File: src/rtl/lbm_sweep_sequencer.sv
// D2Q9 lattice-Boltzmann grid-sweep sequencer: walks NX x NY cells per time step, emitting streaming targets.
// Optional macro PERIODIC_X_EN makes the x direction periodic instead of bounce-back walls.
module lbm_sweep_sequencer #(
    parameter int NX               = 16,
    parameter int NY               = 16,
    parameter int MAX_TIME         = 8,
    parameter int ADDRESS_WIDTH    = $clog2(NX*NY),
    parameter int TIME_COUNT_WIDTH = $clog2(MAX_TIME)
) (
    input  logic                          Clk,
    input  logic                          Reset,
    input  logic                          start,
    input  logic                          abort,
    input  logic [TIME_COUNT_WIDTH:0]     num_steps,
    input  logic                          cell_ready,
    output logic                          cell_valid,
    output logic [ADDRESS_WIDTH-1:0]      cell_addr,
    output logic                          LID,
    output logic                          BOTTOM_WALL,
    output logic                          LEFT_WALL,
    output logic                          RIGHT_WALL,
    output logic [9*ADDRESS_WIDTH-1:0]    stream_addr,
    output logic [8:0]                    stream_mask,
    output logic [TIME_COUNT_WIDTH:0]     time_count,
    output logic                          bank_sel,
    output logic                          busy,
    output logic                          step_done,
    output logic                          done,
    output logic [1:0]                    state_dbg
);

    // Handshake: a cell transfers on any rising edge where cell_valid && cell_ready;
    // while cell_valid is high and cell_ready low, every cell output holds its value.

    localparam int AW = ADDRESS_WIDTH;
    localparam int TW = TIME_COUNT_WIDTH + 1;

    localparam logic [AW-1:0]        X_LAST = AW'(NX - 1);
    localparam logic [AW-1:0]        Y_LAST = AW'(NY - 1);
    localparam logic [AW-1:0]        NX_A   = AW'(NX);
    localparam logic signed [AW:0]   NX_S   = (AW+1)'(NX);
    localparam logic signed [AW:0]   NY_S   = (AW+1)'(NY);
    localparam logic signed [AW:0]   ZERO_S = '0;
    localparam logic [TW-1:0]        MAX_T  = TW'(MAX_TIME);
    localparam logic [TW-1:0]        ONE_T  = TW'(1);

    typedef enum logic [1:0] {
        IDLE     = 2'd0,
        SWEEP    = 2'd1,
        STEP_END = 2'd2,
        FINISH   = 2'd3
    } state_t;

    state_t          state_q, state_d;
    logic [AW-1:0]   x_q, y_q, x_d, y_d;
    logic [TW-1:0]   steps_q, steps_d, time_d, steps_clamped;
    logic            bank_d;
    logic            xfer;

    logic [AW-1:0]   addr_d;
    logic            lid_d, bottom_d, left_d, right_d;
    logic [9*AW-1:0] stream_d;
    logic [8:0]      mask_d;
    logic signed [1:0]  dx, dy;
    logic signed [AW:0] sx, sy;

    assign xfer          = cell_valid && cell_ready;
    assign steps_clamped = (num_steps > MAX_T) ? MAX_T : num_steps;
    assign state_dbg     = state_q;

    always_comb begin
        state_d = state_q;
        x_d     = x_q;
        y_d     = y_q;
        time_d  = time_count;
        steps_d = steps_q;
        bank_d  = bank_sel;
        if (abort) begin
            state_d = IDLE;
            x_d     = '0;
            y_d     = '0;
            time_d  = '0;
        end else begin
            case (state_q)
                IDLE: begin
                    if (start) begin
                        steps_d = steps_clamped;
                        x_d     = '0;
                        y_d     = '0;
                        time_d  = '0;
                        state_d = (steps_clamped == '0) ? FINISH : SWEEP;
                    end
                end
                SWEEP: begin
                    if (xfer) begin
                        if (x_q == X_LAST) begin
                            x_d = '0;
                            if (y_q == Y_LAST) begin
                                y_d     = '0;
                                state_d = STEP_END;
                                bank_d  = ~bank_sel;
                            end else begin
                                y_d = y_q + 1'b1;
                            end
                        end else begin
                            x_d = x_q + 1'b1;
                        end
                    end
                end
                STEP_END: begin
                    if (time_count + ONE_T == steps_q) begin
                        state_d = FINISH;
                    end else begin
                        state_d = SWEEP;
                        time_d  = time_count + ONE_T;
                        x_d     = '0;
                        y_d     = '0;
                    end
                end
                FINISH:  state_d = IDLE;
                default: state_d = IDLE;
            endcase
        end
    end

    // Cell geometry is computed from the next coordinates so the outputs leave the flops aligned with state.
    always_comb begin
        addr_d   = '0;
        lid_d    = 1'b0;
        bottom_d = 1'b0;
        left_d   = 1'b0;
        right_d  = 1'b0;
        stream_d = '0;
        mask_d   = '0;
        dx       = '0;
        dy       = '0;
        sx       = '0;
        sy       = '0;
        if (state_d == SWEEP) begin
            addr_d   = y_d * NX_A + x_d;
            lid_d    = (y_d == Y_LAST);
            bottom_d = (y_d == '0);
`ifdef PERIODIC_X_EN
            left_d   = 1'b0;
            right_d  = 1'b0;
`else
            left_d   = (x_d == '0);
            right_d  = (x_d == X_LAST);
`endif
            for (int i = 0; i < 9; i++) begin
                case (i)
                    1:       begin dx = 2'sb01; dy = 2'sb00; end
                    2:       begin dx = 2'sb00; dy = 2'sb01; end
                    3:       begin dx = 2'sb11; dy = 2'sb00; end
                    4:       begin dx = 2'sb00; dy = 2'sb11; end
                    5:       begin dx = 2'sb01; dy = 2'sb01; end
                    6:       begin dx = 2'sb11; dy = 2'sb01; end
                    7:       begin dx = 2'sb11; dy = 2'sb11; end
                    8:       begin dx = 2'sb01; dy = 2'sb11; end
                    default: begin dx = 2'sb00; dy = 2'sb00; end
                endcase
                // Signed, one bit wider than an address, so x-1 at the edge is -1 rather than a wrapped value.
                sx = $signed({1'b0, x_d}) + $signed({{(AW-1){dx[1]}}, dx});
                sy = $signed({1'b0, y_d}) + $signed({{(AW-1){dy[1]}}, dy});
`ifdef PERIODIC_X_EN
                if (sx < ZERO_S) begin
                    sx = NX_S - 1'sb1;
                end else if (sx == NX_S) begin
                    sx = ZERO_S;
                end
`endif
                if ((sx >= ZERO_S) && (sx < NX_S) && (sy >= ZERO_S) && (sy < NY_S)) begin
                    mask_d[i]            = 1'b1;
                    stream_d[i*AW +: AW] = AW'(sy) * NX_A + AW'(sx);
                end else begin
                    mask_d[i]            = 1'b0;
                    stream_d[i*AW +: AW] = addr_d;
                end
            end
        end
    end

    always_ff @(posedge Clk) begin
        if (Reset) begin
            state_q     <= IDLE;
            x_q         <= '0;
            y_q         <= '0;
            steps_q     <= '0;
            time_count  <= '0;
            bank_sel    <= 1'b0;
            cell_valid  <= 1'b0;
            cell_addr   <= '0;
            LID         <= 1'b0;
            BOTTOM_WALL <= 1'b0;
            LEFT_WALL   <= 1'b0;
            RIGHT_WALL  <= 1'b0;
            stream_addr <= '0;
            stream_mask <= '0;
            busy        <= 1'b0;
            step_done   <= 1'b0;
            done        <= 1'b0;
        end else begin
            state_q     <= state_d;
            x_q         <= x_d;
            y_q         <= y_d;
            steps_q     <= steps_d;
            time_count  <= time_d;
            bank_sel    <= bank_d;
            cell_valid  <= (state_d == SWEEP);
            cell_addr   <= addr_d;
            LID         <= lid_d;
            BOTTOM_WALL <= bottom_d;
            LEFT_WALL   <= left_d;
            RIGHT_WALL  <= right_d;
            stream_addr <= stream_d;
            stream_mask <= mask_d;
            busy        <= (state_d != IDLE);
            step_done   <= (state_d == STEP_END);
            done        <= (state_d == FINISH);
        end
    end

endmodule
File: config.mk
export PLATFORM = sky130hd
export DESIGN_NAME = lbm_sweep_sequencer
export DESIGN_NICKNAME = d
export VERILOG_FILES = /design/src/rtl/lbm_sweep_sequencer.sv
export SDC_FILE = /design/constraint.sdc
export NUM_CORES = 1
export LEC_CHECK = 0
export CORE_UTILIZATION = 45
export DETAILED_ROUTE_END_ITERATION = 10
export PLACE_DENSITY = 0.7
export REMOVE_ABC_BUFFERS = 1
export SYNTH_ARGS = -nofsm -noshare
export SYNTH_HDL_FRONTEND = slang
export SYNTH_SLANG_ARGS = --single-unit
File: constraint.sdc
create_clock -name Clk -period 6.1 [get_ports Clk]
set_input_delay 1.22 -clock Clk [delete_from_list [all_inputs] [get_ports Clk]]
set_output_delay 1.22 -clock Clk [all_outputs]
set_load 0.05 [all_outputs]
# Word-level counts from Yosys, hierarchy flattened
# Cells that the tools add are included.
# W data, S select, Z words.
# classes
n_addsub	19
order_cmp	13
n_mux	46
reduce_logical	33
bitwise_logic	3
eq_ne	13
# op_table
op	n
$mux W8	20
$add A8 B8 Y8	10
$add A9 B2 Y9	6
$ge A9 B1 Y1 const B	6
$lt A9 B6 Y1 const B	6
$pmux W8 S3	2
$eq A8 B4 Y1 const B	4
$logic_and A1 B1 Y1	22
$mux W2	10
$add A8 B1 Y8 const B	2
$logic_not A8 Y1	2
$mux W4	3
$mux W1	9
$eq A2 B2 Y1 const B	4
$pmux W2 S4	1
$pmux W4 S2	1
$reduce_and A3 Y1	2
$reduce_and A5 Y1	1
$add A4 B1 Y4 const B	1
$eq A2 B1 Y1 const B	2
$eq A4 B4 Y1	1
$gt A4 B4 Y1 const B	1
$logic_not A4 Y1	1
$ne A2 B2 Y1 const B	2
4 further kinds	8
# word_totals
inputBits	9
elab_cells	144
out_inout_bits	104
reg_bits	124

# Longest topological paths before layout
# depth
ltp_word	15
ltp_mapped	20
ltp_nobuf	18

# Worst setup path after synthesis
# Ideal clock, no wire load.
# synth_path
path_type	register to register
start	reg time_count[0]
end	reg stream_addr[43]
setup_ns	0.072
slack_ns	0.993
path_buffers	1
period_less_slack_ns	5.107
required_time_ns	6.028
path_stages_with_launch	20
arrival_time_ns	5.035
path_cell_list	dfxtp_1 -> ha_1 -> xor3_1 -> nor3_1 -> nand2_1 -> o21a_1 -> or2_2 -> clkbuf_1 -> inv_1 -> ha_1 -> inv_1 -> or3_1 -> or3_1 -> nand2b_1 -> a2111oi_0 -> ha_1 -> and4_1 -> a22oi_2 -> nor2_1 -> mux2i_1
# synth_between
elab_chain_len	11
elab_cells_between_ends	26
classes_between	add/sub (5); order compare (4); eq/ne (2); mux (10); bitwise (1); reduce/logical (4)
# synth_rtl
item	line_no	source
start, declared	24	output logic [TIME_COUNT_WIDTH:0] time_count,
start signal, assigned	207	time_count <= time_d;
$add A4 B1 Y4 (*)	111	if (time_count + ONE_T == steps_q) begin
$eq A4 B4 Y1 (*)	111	
$mux W8 (*)	111	
$pmux W8 S3 (*)	84	case (state_q)
$mux W8 (*)	78	if (abort) begin
via x_d[0]	55	logic [AW-1:0] x_q, y_q, x_d, y_d;
$add A9 B2 Y9	163	sx = $signed({1'b0, x_d}) + $signed({{(AW-1){dx[1]}}, dx});
$ge A9 B1 Y1 or $lt A9 B6 Y1 (tied branches)	172	if ((sx >= ZERO_S) && (sx < NX_S) && (sy >= ZERO_S) && (sy < NY_S)) begin
$logic_and A1 B1 Y1 (3 in series)	172	
$mux W8 (*)	172	
end signal, assigned	215	stream_addr <= stream_d;
end, declared	22	output logic [9*ADDRESS_WIDTH-1:0] stream_addr,
# The timed path passes the listed nets; every way through them passes the cells marked *.
# A chain may end at the register's enable or synchronous reset.

# Worst setup path in the final report
# layout_path
start	in cell_ready
end	reg stream_addr[43]
# layout_between
elab_chain_len	10
elab_cells_between_ends	25
classes_between	add/sub (4); order compare (4); eq/ne (1); mux (10); bitwise (1); reduce/logical (5)
# layout_rtl
item	line_no	source
start, declared	15	input logic cell_ready,
$logic_and A1 B1 Y1 (*)	67	assign xfer = cell_valid && cell_ready;
$mux W8 (*)	95	if (xfer) begin
$pmux W8 S3 (*)	84	
$mux W8 (*)	78	
via x_d[1]	55	
$add A9 B2 Y9	163	
$ge A9 B1 Y1 or $lt A9 B6 Y1 (tied branches)	172	
$logic_and A1 B1 Y1 (3 in series)	172	
$mux W8 (*)	172	
# Marked as above.

==> run summary <==
status -> finished clean
synthesized area per cell -> 8.98 µm²
Post-synth top flop -> dfxtp_1
Least-Margin Pin Slew -> 1.05 ns
Root Buffer -> clkbuf_16
routed len/inst -> 18.2 µm
clock slew seen by the registers of the worst setup and hold paths -> 0.08 ns
Mapped Cells -> 686
GRT met1 Usage -> 34.0%
CTS tree -> yes
worst min-delay path class -> register to register
worst vdd ir -> 147 µV
drt first pass iters -> 5
post-route setup TNS -> 0 ns
Clock Latency Late Sink -> 0.36 ns
Final Setup Violations -> 0
WP data required -> 6.39 ns
Row Count -> 42
leakage power -> 3.04 nW
largest net degree at the start of global routing -> 35
drt via density -> 5.63
routed wire length -> 17.4 mm
footprint of the multi-input gates -> 3590 µm²
#FFs+latches synth -> 108
Seq pwr share -> 50.7%
EDFF count, synth -> 0
Comb power frac -> 5.8%
total grt overflow -> 0
crit path time final -> 5.57 ns
clk buf depth -> 2
Die Wd -> 119 µm
cell chain of the critical path -> clkdlybuf4s50_1 -> and3_1 -> nand3_1 -> a32oi_1 -> o21a_1 -> or2_2 -> inv_1 -> ha_1 -> inv_1 -> or3_1 -> or3_1 -> nand2b_1 -> a2111oi_0 -> ha_1 -> and4_1 -> a22oi_2 -> nor2_1 -> mux2i_1
Storage cell area -> 2160 µm²
crit path DAT -> 5.86 ns
postcts setup bufs -> 0
critical path class -> input pin to register
clock sinks -> 108
slowest cell delay on critical path -> 0.49 ns
global-route wire length before repair -> 28.1 mm
GRT Total Usage -> 25.4%
vias in the first global route -> 5231
Finished Layout Cells -> 957
Post-Syn Area -> 6160 µm²
PostCTS Resize Cnt -> 0
TritonCTS Buffers -> 9
Die Span Y -> 119 µm
Die Area -> 14200 µm²
H-Tree Depth -> 3
sequential area share after synthesis -> 35.1%
initial core utilization -> 46.3%
initial antenna violation count -> 0
Slew Limit Fails -> 0
switching power -> 347 µW
share of post-route cells with drive strength above 1 -> 8.07%
fin crit share -> 91.3%
Layout Skew -> 0.0119 ns
endpoints failing hold -> 0
dpl hpwl -> 13.3 mm
area grow syn2layout -> 23.7%
Synth Warn # -> 0
placed insts -> 942
port bufs -> 112
CP max stage cell -> clkdlybuf4s50_1
Synth cell types -> 77
DR iter-0 viols -> 467
met3 Usage GRT -> 4.31%
CP Capture Type -> register
Slew Limit Headroom -> 29.6%
Final ANT Viol Nets -> 0
grt met2 use -> 40.5%
Clk pwr share -> 43.5%
sw frac -> 24.7%
Layout fillers -> 1206
gr busiest metal -> met2
RSZ-0062 raised after global routing -> false
Post-CTS Hold Buffers -> 0
Setup crit start kind -> input pin
Max Clk Rate -> 179 MHz
Ant. Diodes -> 0
max cap viols -> 0
nets -> 829
Remaining DRCs -> 0
Vias -> 5386
PD cells -> 185 nW/µm²
FFs w/ async S/R, synth -> 0%
top-level port count -> 113
P_int -> 1.06 mW
routability cong. -> 0.958
Core Box Area -> 13300 µm²
worst-path fanout max -> 10
==> layout make-up <==
class,instances,share of cell area (%)
clock buffers,9,2.96
clock inverters,6,1.07
inverters,34,1.68
multi-input cells,500,47.1
flip-flops and latches,108,28.4
well taps,176,2.89
repair buffers,124,15.9
==> state kept, by name (all words and copies together), names as in the netlist, 2 cells and up <==
name and flops:
stream_addr 57, stream_mask 9, x_q 8, steps_q 4, state_dbg 2, cell_addr 7, y_q 8, time_count 4
==> through the flow <==
stage,worst slack [ns],util [%],cell area (µm²),hold WS [ns],total power [mW]
4_1_cts,0.568,57.3,7620,0.490,1.41
3_5_place_dp,0.205,55.0,7310,0.478,0.811
5_1_grt,0.234,57.3,7620,0.507,1.45
3_3_place_gp,0.390,55.0,7310,0.474,0.810
2_1_floorplan,1.11,-,5880,0.441,0.775
6_report,0.528,57.3,7620,0.483,1.41
==> Yosys cell counts (7+ instances only) <==
cell      number  area share [%]
o21a_1         7            0.85
a21oi_1       37             3.0
and2_1        10             1.0
or2_2          7            0.71
xnor2_1       24             3.4
nand2b_1      13             1.3
nand3_1       17             1.4
xor2_1        14             2.0
dfxtp_1      108              35
o21ai_0       23             1.9
and3_1         7            0.71
a31oi_1        9            0.91
or3_1          8            0.81
buf_4         18             2.2
inv_1         34             2.1
nand3b_1       7            0.85
nor2_1        65             4.0
fa_1           9             2.9
ha_1          34             6.9
nor3_1        15             1.2
nand4_1        7            0.71
nand2_1       38             2.3
a21o_1        12             1.5
clkbuf_1      19             1.2
nor4_1        12             1.2
mux2i_1       24             3.9
==> worst paths after layout <==
check,depth (start not counted),startpoint,to,slack [ns]
setup reg to reg,18,time_count[0]$_SDFFE_PP0P_,stream_addr[43]$_SDFF_PP0_,0.89
setup / recovery,18,cell_ready,stream_addr[43]$_SDFF_PP0_,0.53
hold reg to reg,2,steps_q[2]$_SDFFE_PP0P_,steps_q[2]$_SDFFE_PP0P_,0.48
hold / removal,2,steps_q[2]$_SDFFE_PP0P_,steps_q[2]$_SDFFE_PP0P_,0.48
==> cell usage in the layout (no fill, tap or decap), types with 4 or more instances in the layout <==
cell type        count
clkdlybuf4s50_1    112
dfxtp_1            108
nor2_1              65
nand2_1             38
a21oi_1             37
inv_1               34
ha_1                34
xnor2_1             24
mux2i_1             24
o21ai_0             23
nand3_1             17
nor3_1              15
xor2_1              14
nand2b_1            13
nor4_1              12
a21o_1              12
buf_4               12
and2_1              10
a31oi_1              9
fa_1                 9
clkbuf_16            9
or3_1                8
nand4_1              7
and3_1               7
or2_2                7
o21a_1               7
nand3b_1             7
nor2b_1              6
a211oi_1             6
o31ai_1              5
a22oi_1              5
o211ai_1             4
a2bb2oi_1            4
mux2_2               4
nor3_2               4
==> metal layers <==
layer	vias up	part of all wire, %
met5	-	0
met4	0	2.0
met3	24	4.6
met2	160	46
met1	2597	47
li1	2605	-
==> power groups by stage <==
stage	clock network, mW	logic (mW)	registers (mW)
after detailed placement	0	0.0809	0.730
after CTS	0.619	0.0811	0.713
final	0.613	0.0818	0.713
after global placement	0	0.0802	0.730
after global routing	0.649	0.0872	0.714
after floorplan	0	0.0304	0.745
==> logic make-up (layout without fill, tap and decap cells) <==
family | count (synthesis) | count (layout) | share of synthesized area, %
fa+ha+maj | 43 | 43 | 9.83
compound gates | 157 | 157 | 18.0
xor+xnor | 39 | 39 | 5.79
buf+inv | 78 | 173 | 6.60
flops | 108 | 108 | 35.1
mux | 28 | 28 | 4.63
simple gates | 233 | 233 | 20.0
==> worst max-delay path: cells and delay by family <==
kind	cells	cell delay, ns
simple gates	8	2.21
buf+inv	3	0.74
fa+ha+maj	2	0.53
compound gates	4	0.94
mux	1	0.21
(Power assumes the default switching activity.)
